### src/rtl/riscv_pkg.sv
// Shared RISC-V front-end definitions: fetch FSM encoding and default fetch constants.
package riscv_pkg;

    typedef enum logic [1:0] {
        FETCH_IDLE,
        FETCH_REQ,
        FETCH_WAIT,
        FETCH_HOLD
    } fetch_state_t;

    localparam logic [31:0] FETCH_NOP_INSTR = 32'h0000_0013;
    localparam logic [31:0] FETCH_RESET_PC  = 32'h0000_0000;

endpackage

### src/rtl/fetch_unit.sv
// Instruction fetch stage: single-outstanding imem requester feeding the IF/ID register,
// with stall freeze, redirect priority and discard of in-flight responses.
module fetch_unit
    import riscv_pkg::*;
#(
    parameter logic [31:0] RESET_PC  = FETCH_RESET_PC,
    parameter logic [31:0] NOP_INSTR = FETCH_NOP_INSTR
) (
    input  logic        clk,
    input  logic        rst_n,
    input  logic        Stall,
    input  logic        PCSrc,
    input  logic [31:0] PCTarget,
    output logic        imemReq,
    output logic [31:0] imemAddr,
    input  logic        imemReady,
    input  logic        imemRValid,
    input  logic [31:0] imemRData,
    output logic [31:0] opcode,
    output logic [31:0] pcID,
    output logic        MuxControlEn
);

    fetch_state_t state, next_state;
    logic         discard, next_discard;
    logic [31:0]  pc;
    logic [31:0]  hold_word;
    logic         deliver;
    logic [31:0]  deliver_word;

    always_ff @(posedge clk or negedge rst_n) begin
        if (!rst_n) begin
            state   <= FETCH_IDLE;
            discard <= 1'b0;
        end else begin
            state   <= next_state;
            discard <= next_discard;
        end
    end

    always_comb begin
        next_state   = state;
        next_discard = discard;
        deliver      = 1'b0;
        deliver_word = imemRData;
        case (state)
            FETCH_IDLE: next_state = FETCH_REQ;
            FETCH_REQ: begin
                if (imemReady) begin
                    next_state   = FETCH_WAIT;
                    // Redirect in the accepting cycle leaves a stale response in flight.
                    next_discard = PCSrc;
                end
            end
            FETCH_WAIT: begin
                if (imemRValid) begin
                    next_discard = 1'b0;
                    if (discard || PCSrc) begin
                        next_state = FETCH_REQ;
                    end else if (Stall) begin
                        next_state = FETCH_HOLD;
                    end else begin
                        deliver    = 1'b1;
                        next_state = FETCH_REQ;
                    end
                end else if (PCSrc) begin
                    next_discard = 1'b1;
                end
            end
            FETCH_HOLD: begin
                if (PCSrc) begin
                    next_state = FETCH_REQ;
                end else if (!Stall) begin
                    deliver      = 1'b1;
                    deliver_word = hold_word;
                    next_state   = FETCH_REQ;
                end
            end
            default: next_state = FETCH_IDLE;
        endcase
    end

    always_comb begin
        imemReq  = (state == FETCH_REQ);
        imemAddr = pc;
    end

    always_ff @(posedge clk or negedge rst_n) begin
        if (!rst_n) begin
            pc           <= RESET_PC;
            opcode       <= NOP_INSTR;
            pcID         <= 32'h0;
            MuxControlEn <= 1'b1;
        end else begin
            if (PCSrc) begin
                pc <= {PCTarget[31:2], 2'b00};
            end else if (deliver) begin
                pc <= pc + 32'd4;
            end
            // deliver is never set with PCSrc or Stall high, so it only competes with the bubble.
            if (deliver) begin
                opcode       <= deliver_word;
                pcID         <= pc;
                MuxControlEn <= 1'b0;
            end else if (PCSrc || !Stall) begin
                opcode       <= NOP_INSTR;
                MuxControlEn <= 1'b1;
            end
        end
    end

    always_ff @(posedge clk) begin
        if (state == FETCH_WAIT && imemRValid) begin
            hold_word <= imemRData;
        end
    end

endmodule

### config.mk
export PLATFORM = sky130hd
export DESIGN_NAME = fetch_unit
export DESIGN_NICKNAME = d
export VERILOG_FILES = /design/src/rtl/riscv_pkg.sv /design/src/rtl/fetch_unit.sv
export SDC_FILE = /design/constraint.sdc
export NUM_CORES = 1
export LEC_CHECK = 0
export BUFFER_PORTS_ARGS = -buffer_cell sky130_fd_sc_hd__buf_2
export CAP_MARGIN = 15
export CORE_UTILIZATION = 55
export CTS_CLUSTER_DIAMETER = 30
export DETAILED_ROUTE_END_ITERATION = 12
export PLACE_DENSITY = 0.85
export SETUP_SLACK_MARGIN = 0.3
export SKIP_LAST_GASP = 1
export SYNTH_ARGS = -nofsm -noshare
export SYNTH_HDL_FRONTEND = slang
export SYNTH_SLANG_ARGS = --single-unit
### constraint.sdc
create_clock -name clk -period 5.6 [get_ports clk]
set_clock_uncertainty 0.15 [all_clocks]
set_input_delay 0.28 -clock clk [delete_from_list [all_inputs] [get_ports clk]]
set_output_delay 0.28 -clock clk [all_outputs]
set_load 0.05 [all_outputs]
==> flow_summary.json <==
{
  "seq_area_um2": 3368,
  "grt_max_degree": 80,
  "dpl.hpwl_um": 9772,
  "drive_above_1_share_pct": 28.69,
  "slew_violations": 0,
  "drt_iter0_drc": 432,
  "total_power_mw": 3.427,
  "rr_startpoint": "state[0]$_DFFE_PN0P_",
  "rsz0062_at_grt": "no",
  "vias": 5177,
  "setup_tns_ns": 0,
  "crit_path_end_kind": "register",
  "ant_nets": 0,
  "numPortBuffers": 161,
  "relSlewSlack_pct": 21.17,
  "ys_ff_latch": 128,
  "cp.required_ns": 5.84,
  "r2r_setup_slack_ns": 2.93,
  "crit_path_end": "imemAddr[17]$_DFFE_PN0P_",
  "fmax_mhz": 375.2,
  "drt_wl_total_um": 16610,
  "grt_pass1_wl_um": 25230,
  "clk-insertion-delay-late_ns": 0.53,
  "dpl.cell_count": 789,
  "dr.pass1.iters": 5,
  "r2r_end": "imemAddr[17]$_DFFE_PN0P_",
  "fill_cells": 596,
  "cts.path.max_buffers": 2,
  "layout_common_cells": "buf_2 (160), nand2_1 (118), dfrtp_1 (92), dlygate4sd3_1 (64), inv_1 (38)",
  "wl_per_cell_um": 18.74,
  "syn_area_um2": 5580,
  "rows": 36,
  "die-area_um2": 10550,
  "yosys_most_used_dff": "dfrtp_1",
  "synth_edf_count": 32,
  "track_usage_pct": 32.32,
  "final_nets": 814,
  "vdd_ir_drop_max_mv": 0.2538,
  "cts_tree": "done",
  "yosysWarnings": 0,
  "outcome": "completed",
  "r2r_cells": 7,
  "tightest_slew_ns": 1.182,
  "cp.arrival_ns": 2.91,
  "finalSetupViolations": 0,
  "gp_congestion": 0.9286,
  "io_pins": 168,
  "fin_cells": 886,
  "die_x_um": 102.7,
  "total_leakage_power_nw": 3.823,
  "hold_class": "input pin to async pin",
  "vias_per_cell": 5.843,
  "path_clk_slew_ns": 0.06,
  "synth-async-reset-ratio_pct": 75.00,
  "layout_min_cycle_time_ns": 2.665,
  "finalHoldViolCount": 0,
  "yosysSeqAreaShare_pct": 60.36,
  "power_density_nw_per_um2": 443.9,
  "cts_buffers": 17,
  "synth_cell_types": 56,
  "fin_area_um2": 7720,
  "avgSynthCellArea_um2": 10.73,
  "grt_pass1_vias": 5077,
  "grt_antenna_before_repair": 0,
  "coreArea_um2": 9819,
  "antenna_cells": 0,
  "multiInputGateArea_um2": 1959,
  "route.detailed.drc": 0,
  "start_util_pct": 56.83,
  "gr-total-overflow": 0,
  "htree_levels": 4,
  "startpoint": "state[0]$_DFFE_PN0P_",
  "synth_cells": 520,
  "worst_setup_path_start_kind": "register",
  "fin_crit_sh_pct": 47.59,
  "dieHeight_um": 102.7,
  "cp_max_fo": 13,
  "critPathKind": "register to register",
  "final_common_cell": "buf_2",
  "cts.sinks": 128,
  "area_growth_pct": 38.34,
  "place_area_um2": 6494,
  "maxCapViolCount": 0,
  "root_buffer": "clkbuf_8"
}
-- Yosys cell counts, drive strengths merged, types with 3 or more instances --
library cell / instances / area share [%]
a21oi: 7 / 0.63
nor2: 16 / 1.1
o21ai: 24 / 2.2
o311ai: 4 / 0.63
xnor2: 7 / 1.1
clkbuf: 28 / 1.9
o221ai: 3 / 0.47
inv: 38 / 2.6
edfxtp: 32 / 17
dfrtp: 92 / 41
a222oi: 29 / 5.2
nand3b: 3 / 0.40
buf: 6 / 0.67
mux2: 3 / 0.61
nor3: 8 / 0.72
nand4: 13 / 1.7
and4: 4 / 0.65
xor2: 8 / 1.3
ha: 4 / 0.90
a21o: 3 / 0.40
mux2i: 8 / 1.4
dfstp: 4 / 1.9
nand2: 118 / 7.9
or4: 4 / 0.61
nand3: 13 / 1.2
nor2b: 5 / 0.56
nor4: 7 / 0.78
and3: 4 / 0.45
-- cells by family after synthesis --
family | share of synthesized area (%)
adders and majority gates | 0.8969
buffers and inverters | 5.202
and+or+nand+nor | 16.88
other | 0.06720
xor gates and xnor gates | 2.354
AOI/OAI and AO/OA | 12.20
DFF | 60.36
muxes | 2.040
-- layout make-up --
cell class                      instances  area share (%)
Sequential cell                       128           43.63
Multi-Input combinational cell        322           25.38
Timing Repair Buffer                  232           19.55
Clock buffer                           18           5.543
Tap cell                              133           2.156
Inverter                               39           1.896
Clock inverter                         14           1.848
-- timing repair --
item	CTS	global route
gates resized for setup	0	0
hold buffers	64	0
buffers inserted	0	0
hold endpoints to repair	112	0
-- per-layer routing --
metal / vias to the layer above / GRT usage [%] / part of all wire (%)
li1: 2290 / - / -
met1: 2473 / 37.55 / 36
met2: 353 / 55.08 / 51
met3: 61 / 9.627 / 11
met4: 0 / 15.16 / 2.9
met5: - / 0 / 0
-- metrics by stage --
stage	setup WS, ns	hold WS (ns)	util (%)
2_1_floorplan	3.116	-0.1656	-
3_3_place_gp	3.125	0.008642	66.13
3_5_place_dp	2.997	0.01338	66.13
4_1_cts	2.972	0.02040	78.47
5_1_grt	2.792	0.05114	78.62
6_report	2.935	0.03906	78.62
-- worst min path at each step --
stage | to | depth (start not counted) | slack [ns]
2_1_floorplan | discard$_DFFE_PN0P_ | 0 | -0.17
3_3_place_gp | pcID[8]$_DFFE_PN0P_ | 1 | 0.009
3_5_place_dp | pcID[8]$_DFFE_PN0P_ | 1 | 0.01
4_1_cts | discard$_DFFE_PN0P_ | 4 | 0.02
5_1_grt | imemAddr[12]$_DFFE_PN0P_ | 2 | 0.05
6_report | pcID[8]$_DFFE_PN0P_ | 2 | 0.04
-- worst max-delay path: stages (launching register included) --
cell and delay [ns]:
dfrtp_1 0.41, inv_1 0.07, ha_1 0.25, nand3b_1 0.28
a21o_1 0.44, or4_1 0.61, nor3_1 0.20, o21ai_0 0.12
-- power breakdown --
| part | internal [mW] | switching, mW |
|---|---|---|
| clock | 0.641 | 0.414 |
| combinational | 0.268 | 0.839 |
| sequential | 1.13 | 0.131 |
| total | 2.04 | 1.38 |
-- sequential cells by signal, indices dropped and copies added, names as in the netlist --
signal,flops
state,2
opcode,32
hold_word,32
MuxControlEn,1
pcID,30
imemAddr,30
discard,1
(Power assumes the default switching activity.)
